### src/rtl/k580vt57.sv
// k580vt57: four-channel 8257-compatible DMA controller (service side of the CRT fetch DMA).
// Define K580VT57_AUTOLOAD_EN to let mode bit 7 reload channel 2 from channel 3 on terminal count.
module k580vt57 #(
    parameter int XFER_CYCLES = 4
) (
    input  logic        clk,
    input  logic        reset,
    input  logic [3:0]  iaddr,
    input  logic [7:0]  idata,
    output logic [7:0]  odata,
    input  logic        iwe_n,
    input  logic        ird_n,
    input  logic [3:0]  drq,
    output logic [3:0]  dack,
    output logic        hrq,
    input  logic        hlda,
    output logic [15:0] oaddr,
    output logic        memr_n,
    output logic        memw_n,
    output logic        tc
);
    typedef enum logic [2:0] {IDLE, HOLD, SEL, XFER, UPD} state_t;

    state_t      state, state_nxt;
    logic [15:0] regs [8];
    logic [7:0]  mode;
    logic        ff;
    logic        update;
    logic [3:0]  tc_flag;
    logic        iwe_d, ird_d;
    logic [1:0]  ch, ch_nxt;
    logic        ch_load;
    logic [7:0]  xcnt;
    logic        wr_stb, rd_stb, active, tc_now;
    logic [15:0] cur_addr, cur_cnt;
    logic [1:0]  xtype;
    logic [3:0]  req, en_upd;
    logic        unused_mode;

    // Lowest offset from the start point wins; rotating starts just after the last serviced channel.
    function automatic logic [1:0] arbitrate(input logic [3:0] r, input logic rot,
                                             input logic [1:0] last);
        logic [1:0] start;
        logic [1:0] idx;
        arbitrate = 2'd0;
        start = rot ? last + 2'd1 : 2'd0;
        for (int i = 3; i >= 0; i--) begin
            idx = start + 2'(i);
            if (r[idx]) arbitrate = idx;
        end
    endfunction

    assign wr_stb   = iwe_n & ~iwe_d;
    assign rd_stb   = ird_n & ~ird_d;
    assign cur_addr = regs[{ch, 1'b0}];
    assign cur_cnt  = regs[{ch, 1'b1}];
    assign xtype    = cur_cnt[15:14];
    assign tc_now   = (cur_cnt[13:0] == 14'd0);
    assign active   = (state == SEL) || (state == XFER);
    assign req      = drq & mode[3:0];

    assign hrq    = (state != IDLE);
    assign dack   = active ? (4'b0001 << ch) : 4'b0000;
    assign oaddr  = active ? cur_addr : 16'd0;
    assign tc     = active & tc_now;
    assign memr_n = ~((state == XFER) && (xtype == 2'b10));
    assign memw_n = ~((state == XFER) && (xtype == 2'b01));

    // Extended write (bit 5) has no effect; bit 7 only matters with autoload built in.
    assign unused_mode = &{1'b0, mode[7], mode[5]};

    always_comb begin
        en_upd = mode[3:0];
        if (tc_now && mode[6]) en_upd[ch] = 1'b0;
    end

    always_comb begin
        odata = 8'd0;
        if (!iaddr[3]) odata = ff ? regs[iaddr[2:0]][15:8] : regs[iaddr[2:0]][7:0];
        else if (iaddr == 4'd8) odata = {3'b000, update, tc_flag};
    end

    always_comb begin
        state_nxt = state;
        ch_nxt    = ch;
        ch_load   = 1'b0;
        case (state)
            IDLE: if (|req) state_nxt = HOLD;
            HOLD: begin
                if (~|req) begin
                    state_nxt = IDLE;
                end else if (hlda) begin
                    state_nxt = SEL;
                    ch_load   = 1'b1;
                    ch_nxt    = arbitrate(req, mode[4], ch);
                end
            end
            SEL:  state_nxt = XFER;
            XFER: if (xcnt == 8'(XFER_CYCLES - 3)) state_nxt = UPD;
            UPD: begin
                if (hlda && |(drq & en_upd)) begin
                    state_nxt = SEL;
                    ch_load   = 1'b1;
                    ch_nxt    = arbitrate(drq & en_upd, mode[4], ch);
                end else begin
                    state_nxt = IDLE;
                end
            end
            default: state_nxt = IDLE;
        endcase
    end

    always_ff @(posedge clk or posedge reset) begin
        if (reset) begin
            state <= IDLE;
            ch    <= 2'd3;
            xcnt  <= 8'd0;
        end else begin
            state <= state_nxt;
            if (ch_load) ch <= ch_nxt;
            xcnt <= (state == XFER) ? xcnt + 8'd1 : 8'd0;
        end
    end

    // CPU accesses are applied after the transfer update so a same-clock write wins its byte.
    always_ff @(posedge clk or posedge reset) begin
        if (reset) begin
            for (int i = 0; i < 8; i++) regs[i] <= 16'd0;
            mode    <= 8'd0;
            ff      <= 1'b0;
            update  <= 1'b0;
            tc_flag <= 4'd0;
            iwe_d   <= 1'b1;
            ird_d   <= 1'b1;
        end else begin
            iwe_d <= iwe_n;
            ird_d <= ird_n;
            if (state == UPD) begin
                regs[{ch, 1'b0}] <= cur_addr + 16'd1;
                regs[{ch, 1'b1}] <= {cur_cnt[15:14], cur_cnt[13:0] - 14'd1};
                if (tc_now) begin
                    tc_flag[ch] <= 1'b1;
                    if (mode[6]) mode[ch] <= 1'b0;
`ifdef K580VT57_AUTOLOAD_EN
                    if (mode[7] && ch == 2'd2) begin
                        regs[4] <= regs[6];
                        regs[5] <= regs[7];
                        update  <= 1'b1;
                    end
`endif
                end
            end
            if (rd_stb) begin
                if (!iaddr[3]) ff <= ~ff;
                else if (iaddr == 4'd8) begin
                    tc_flag <= 4'd0;
                    update  <= 1'b0;
                end
            end
            if (wr_stb) begin
                if (!iaddr[3]) begin
                    if (ff) regs[iaddr[2:0]][15:8] <= idata;
                    else    regs[iaddr[2:0]][7:0]  <= idata;
                    ff <= ~ff;
                end else if (iaddr == 4'd8) begin
                    mode <= idata;
                    ff   <= 1'b0;
                end
            end
        end
    end
endmodule

### config.mk
export PLATFORM = sky130hd
export DESIGN_NAME = k580vt57
export DESIGN_NICKNAME = d
export VERILOG_FILES = /design/src/rtl/k580vt57.sv
export SDC_FILE = /design/constraint.sdc
export NUM_CORES = 1
export LEC_CHECK = 0
export CORE_AREA = 2 2 139 154
export DETAILED_ROUTE_END_ITERATION = 12
export DIE_AREA = 0 0 141 156
export GPL_TIMING_DRIVEN = 1
export PLACE_DENSITY = 0.67
export SLEW_MARGIN = 20
export SYNTH_ARGS = -nofsm -noshare
export SYNTH_HDL_FRONTEND = slang
export SYNTH_SLANG_ARGS = --single-unit
### constraint.sdc
create_clock -name clk -period 5.1 [get_ports clk]
set_input_delay 0.51 -clock clk [delete_from_list [all_inputs] [get_ports clk]]
set_output_delay 0.51 -clock clk [all_outputs]
set_load 0.05 [all_outputs]
==> key figures, run 1 <==
Clocking
  • Max H-tree Level: 4
  • Postcts setup bufs: 0
  • CTS clock-pin slew for the worst setup and hold paths: 0.07 ns
  • Clock sinks: 154
  • Clock Latency Late Sink: 0.44 ns
  • Post-CTS Resized: 0
  • Hold-fix buffers, CTS: 0
  • Clock buffer count from CTS: 17
  • Root buffer cell: clkbuf_16
  • Max clock buf depth: 2
  • TritonCTS clock tree: built

Drt
  • Drt initial violations: 1040
  • DR pass1 iterations: 5
  • WL/cell: 23.25 µm
  • DRC: 0
  • DRT Wirelength: 32.60 mm
  • Vias: 9210
  • Vias per cell: 6.569
  • Antenna viol nets, final: 0

Power
  • Peak VDD IR: 0.0004809 V
  • Gate power share: 0.502
  • Pwr Total: 7368 µW
  • Pwr per Cell Area: 652.5 nW/µm²
  • Part of the power in registers: 0.330
  • Sw Ratio: 0.4636
  • NetSw: 3416 µW
  • Pleak: 0.004321 µW
  • Internal: 3953 µW
  • Clock power share: 0.168

Logic synthesis
  • Syn Area/Cell: 8.849 µm²
  • Cells after synthesis: 1135
  • Mapped Nets: 1164
  • Synth cell types: 62
  • Post-Syn Area: 10040 µm²
  • Register area share after synthesis: 0.3842
  • Ys Warns: 0
  • Fraction of registers with async set or reset after synthesis: 1.000
  • Top_reg_cell synth: dfrtp_1
  • Post-synth EDFFs: 0
  • Synth Register Bits: 154

STA
  • Final Max Tran Viols: 0
  • Fmax: 0.2261 GHz
  • Final setup violation count: 0
  • Setup TNS: 0 ns
  • Tcrit/Tclk final: 0.8673
  • Worst-Margin Slew: 1.119 ns
  • Unrepaired setup endpoints after global routing: false
  • Period minus WS final: 4.423 ns
  • Rel. slew slack: 0.2519
  • Post-route worst setup slack: 0.6770 ns
  • Final Hold Viols: 0
  • Worst Clk Skew: 0.01060 ns

Floorplan
  • Initial Util: 0.4914
  • Die H: 156 µm
  • Core Area: 20440 µm²
  • Top Ports: 53
  • Die Area: 22000 µm²
  • Die W: 141 µm
  • # rows: 55

Global routing
  • First-pass GRT wire length: 51.96 mm
  • Largest net degree at the start of global routing: 100
  • Number of global-route vias before repair: 8856
  • GRT Overall Usage: 0.3079
  • Antenna violations before repair: 0
  • GR Overflow Total: 0

Worst setup path
  • Element type at the critical path start: flop
  • Worst reg2reg setup slack: 1.45 ns
  • Critical path class: flop to output pin
  • Worst Path Arrival: 3.91 ns
  • Slowest stage delay, CP: 0.79 ns
  • CP Cell Sequence: buf_12 -> mux4_1 -> inv_1 -> ha_1 -> nand3_2 -> nor2_1 -> and2_1 -> buf_4
  • CP Capture Type: output pin
  • Buffers and inverters on the worst path: 3
  • Crit Path Max Fanout: 32
  • Top delay family on crit path: simple AND/OR/NAND/NOR gates
  • Slowest cell on the critical path: dfstp_2
  • Req. time, crit path: 4.59 ns

Run status
  • Status: completed

Final layout
  • Final Util: 0.5525
  • Antenna Cells: 0
  • Final net count: 1162
  • Finished Layout Cells: 1402
  • Area grow syn2layout: 12.43%
  • Layout cells sized above 1: 0.09162

Placement
  • DP Worst Slack: 0.8724 ns
  • Placed cells: 1370
  • Buffers on Ports: 52
  • DP Wirelength: 22.03 mm
  • GPL Wtd Cong: 0.9657

Hold path
  • Hold/Removal Path Class: flop to flop

Flow run
  • Maxcap violations: 0
[final cells by class]
| type | instances | area (µm²) |
|---|---|---|
| clock buffers | 18 | 439.2 |
| inverters | 12 | 50.05 |
| fillers | 1835 | 9146 |
| flip-flops and latches | 154 | 3859 |
| clock inverters | 14 | 127.6 |
| well taps | 256 | 320.3 |
| multi-input cells | 870 | 5771 |
| repair buffers | 78 | 725.7 |
[path summary, 6_finish.rpt]
kind                            startpoint    endpoint  cells past startpoint
worst min-delay path            tc_flag[2]  tc_flag[2]                      2
worst max register to register       ch[0]    regs[70]                      9
worst min register to register  tc_flag[2]  tc_flag[2]                      2
worst max-delay path                 ch[0]          tc                      8
min in group asynchronous            reset     mode[0]                      2
max in group asynchronous            reset       iwe_d                      3
[cells in the final DEF, fill, tap and decap left out, types with 9 or more instances in the layout]
| master | instances |
|---|---|
| clkdlybuf4s50_1 | 51 |
| mux4_2 | 20 |
| and2_1 | 31 |
| nor2_1 | 153 |
| o21ai_0 | 83 |
| mux4_1 | 13 |
| xnor2_1 | 14 |
| a22oi_1 | 50 |
| a21o_1 | 54 |
| a211oi_1 | 53 |
| a21oi_1 | 72 |
| nand4_1 | 12 |
| a22o_1 | 9 |
| inv_1 | 11 |
| and3_1 | 11 |
| nor3_1 | 11 |
| xor2_1 | 15 |
| dfrtp_1 | 150 |
| nand3_1 | 22 |
| mux2i_1 | 34 |
| buf_4 | 26 |
| clkbuf_16 | 17 |
| nand2_1 | 110 |
[routing by layer]
layer	vias to the layer above	GRT usage	part of all wire
met2	538	0.4852	0.46
met4	0	0.1210	0.036
li1	4121	-	-
met5	-	0	0
met1	4456	0.4239	0.41
met3	95	0.05617	0.094
[worst reg2reg max path, delay by kind of cell, from the launching register on]
kind / cells / cell delay (ns)
AO/OA/AOI/OAI: 2 / 0.36
XOR/XNOR: 1 / 0.39
adder cells (fa/ha/maj): 1 / 0.31
buffers and inverters: 2 / 0.42
flip-flops: 1 / 0.79
multiplexers: 1 / 0.76
AND/OR/NAND/NOR: 2 / 0.52
[stage by stage]
stage	cell area, µm²	hold WS [ns]
finish	11290	0.5026
detailed placement	10720	0.4923
global placement	10710	0.4758
CTS	11280	0.5019
global route	11290	0.5117
floorplan	10040	0.4633
[synthesized netlist by cell type (all sizes together) (31+ instances only)]
library cell,n,area [µm²]
mux4,33,792.0
a211oi,53,397.9
o21ai,91,455.4
a21o,54,405.4
clkbuf,79,296.5
a22oi,50,375.4
mux2i,34,340.3
and2,31,193.9
dfrtp,150,3754
a21oi,72,360.4
nand2,110,412.9
nor2,156,585.6
[sequential cells by signal (all words and copies together), names as in the netlist]
| name | count |
|---|---|
| ird_d | 1 |
| state | 3 |
| regs | 128 |
| ff | 1 |
| xcnt | 8 |
| ch | 2 |
| mode | 6 |
| iwe_d | 1 |
| tc_flag | 4 |
[power by group through the flow]
stage | Combinational (µW) | Sequential (µW) | Clock, µW
2_1_floorplan | 2880 | 2070 | 0
6_report | 3700 | 2430 | 1240
5_1_grt | 4030 | 2470 | 1300
3_3_place_gp | 3600 | 2410 | 0
3_5_place_dp | 3650 | 2400 | 0
4_1_cts | 3680 | 2390 | 1250
[kinds of logic after synthesis]
kind of cell / Yosys count / share of synthesized area
xor gates and xnor gates: 30 / 0.02691
muxes: 68 / 0.1139
and+or+nand+nor: 401 / 0.1864
adders and majority gates: 8 / 0.009967
buffers and inverters: 111 / 0.04497
DFF: 154 / 0.3842
AOI/OAI and AO/OA: 363 / 0.2337
(Power assumes the default switching activity.)
==> run 2, diff against run 1 <==
- MAX_ROUTING_LAYER: default -> met4
- TNS_END_PERCENT: default -> 100
==> run 2 against run 1 <==
- final cell count hardly changed
- clock skew is 0.0016 ns lower
- clock power is 7% higher
- power is 1.8% higher
- die area stayed put
- sequential cell count stayed put
- critical path depth is 2 lower
- critical endpoint unchanged
- largest cell class unchanged
- largest power group unchanged
==> key figures, run 2 (synthesized netlist as in run 1, its figures left out) <==
Run status
  • Status: completed

Clocking
  • Post-CTS Resized: 0
  • Clock Latency Late Sink: 0.44 ns
  • CTS clock-pin slew for the worst setup and hold paths: 0.07 ns
  • TritonCTS clock tree: built
  • Postcts setup bufs: 0
  • Max clock buf depth: 2
  • Root buffer cell: clkbuf_16
  • Max H-tree Level: 4
  • Clock sinks: 154
  • Clock buffer count from CTS: 17
  • Hold-fix buffers, CTS: 0

Floorplan
  • Top Ports: 53
  • Die W: 141 µm
  • Die Area: 22000 µm²
  • # rows: 55
  • Core Area: 20440 µm²
  • Initial Util: 0.4914
  • Die H: 156 µm

Global routing
  • Largest net degree at the start of global routing: 89
  • Number of global-route vias before repair: 8800
  • GRT Overall Usage: 0.3196
  • First-pass GRT wire length: 52.11 mm
  • GR Overflow Total: 0
  • Antenna violations before repair: 0

Final layout
  • Commonest non-fill, non-tap cell in the layout: nor2_1
  • Layout cells sized above 1: 0.09241
  • Fill count: 1858
  • Commonest cells after routing, fill and taps aside: 152 x nor2_1, 150 x dfrtp_1, 110 x nand2_1, 83 x o21ai_0, 72 x a21oi_1
  • Final Util: 0.5543
  • Largest Register: regs
  • Finished Layout Cells: 1403
  • Area grow syn2layout: 12.79%
  • Max reg flops: 128
  • Final Cell Area: 11330 µm²
  • Largest regs: regs x128, xcnt x8, mode x6
  • Final net count: 1163
  • Antenna Cells: 0

Hold path
  • Hold/Removal Path Class: flop to flop

STA
  • Final setup violation count: 0
  • Fmax: 0.2179 GHz
  • Unrepaired setup endpoints after global routing: false
  • Setup TNS: 0 ns
  • Worst Clk Skew: 0.009024 ns
  • Period minus WS final: 4.588 ns
  • Final Hold Viols: 0
  • Final Max Tran Viols: 0
  • Rel. slew slack: 0.2531
  • Worst-Margin Slew: 1.118 ns
  • Tcrit/Tclk final: 0.8997

Placement
  • Placed Area: 10710 µm²
  • Placed cells: 1371
  • DP Wirelength: 22.69 mm
  • Buffers on Ports: 52
  • GPL Wtd Cong: 0.9772

Drt
  • Antenna viol nets, final: 0
  • Vias per cell: 6.540
  • Vias: 9176
  • Drt initial violations: 1101
  • DRC: 0
  • DR pass1 iterations: 5
  • WL/cell: 23.69 µm
  • DRT Wirelength: 33.24 mm

Worst setup path
  • Critical path class: flop to output pin
  • Top delay family on crit path: simple AND/OR/NAND/NOR gates
  • Buffers and inverters on the worst path: 1
  • CP Cell Sequence: mux4_1 -> or3_1 -> or3_1 -> nor2_1 -> and2_1 -> buf_4
  • Worst flop-to-flop path endpoint: regs[107]
  • Worst reg2reg setup slack: 1.23 ns
  • Stages on worst setup path: 6
  • Req. time, crit path: 4.59 ns
  • R2R depth: 8
  • Slowest cell on the critical path: dfstp_2
  • CP most frequent cell: or3_1
  • Crit Path Max Fanout: 17
  • CP Launch Point: ch[0]
  • Worst R2R Start: ch[0]
  • Crit path to: tc
  • CP Capture Type: output pin
  • Slowest stage delay, CP: 0.95 ns
  • Element type at the critical path start: flop
  • Worst Path Arrival: 4.08 ns

Power
  • Peak VDD IR: 0.0004305 V
  • Pleak: 0.004348 µW
  • Pwr per Cell Area: 661.9 nW/µm²

Flow run
  • Maxcap violations: 0
==> run 2: where the power goes <==
part | leakage (µW) | switching, µW | internal [µW]
sequential | 0.00173 | 720 | 1760
clock | 0.000294 | 593 | 742
combinational | 0.00232 | 2140 | 1540
total | 0.00435 | 3450 | 4040
==> run 2: how the worst min path moves through the flow <==
| stage | startpoint | end | slack [ns] | cells past startpoint |
|---|---|---|---|---|
| 6_report | tc_flag[0] | tc_flag[0] | 0.50 | 2 |
| 4_1_cts | ird_n | ird_d | 0.50 | 1 |
| 3_5_place_dp | tc_flag[0] | tc_flag[0] | 0.49 | 2 |
| 2_1_floorplan | tc_flag[0] | tc_flag[0] | 0.46 | 2 |
| 5_1_grt | ird_n | ird_d | 0.50 | 1 |
| 3_3_place_gp | tc_flag[0] | tc_flag[0] | 0.48 | 2 |
==> run 2: layout make-up <==
cell class | instances | area (µm²) | share of cell area
Clock inverter | 15 | 182.7 | 0.01613
Tap cell | 256 | 320.3 | 0.02827
Inverter | 12 | 50.05 | 0.004418
Multi-Input combinational cell | 870 | 5771 | 0.5094
Clock buffer | 17 | 425.4 | 0.03755
Sequential cell | 154 | 3859 | 0.3406
Timing Repair Buffer | 79 | 720.7 | 0.06362
==> run 2: worst register-to-register path, delay by kind of cell (launching register included) <==
kind	cells	cell delay, ns
AO/OA/AOI/OAI	2	0.37
multiplexers	1	0.73
AND/OR/NAND/NOR	3	1.02
buffers and inverters	1	0.33
XOR/XNOR	1	0.37
flip-flops	1	0.95
==> run 2: routing by layer <==
layer / vias to the layer above / GRT usage / part of all wire / wire length [µm]
met2: 500 / 0.4918 / 0.46 / 15230
li1: 4126 / - / - / -
met3: 94 / 0.05310 / 0.092 / 3045
met1: 4456 / 0.4253 / 0.41 / 13720
met5: - / - / 0 / 0
met4: 0 / 0.1267 / 0.037 / 1243
==> run 2: stage by stage <==
step | setup WS [ns] | hold slack [ns] | total power, µW
6_report | 0.5116 | 0.4969 | 7498
4_1_cts | 0.5799 | 0.4980 | 7436
3_3_place_gp | 0.9954 | 0.4769 | 6049
2_1_floorplan | 0.4468 | 0.4633 | 4953
3_5_place_dp | 0.9391 | 0.4878 | 6086
5_1_grt | 0.3711 | 0.4993 | 7910
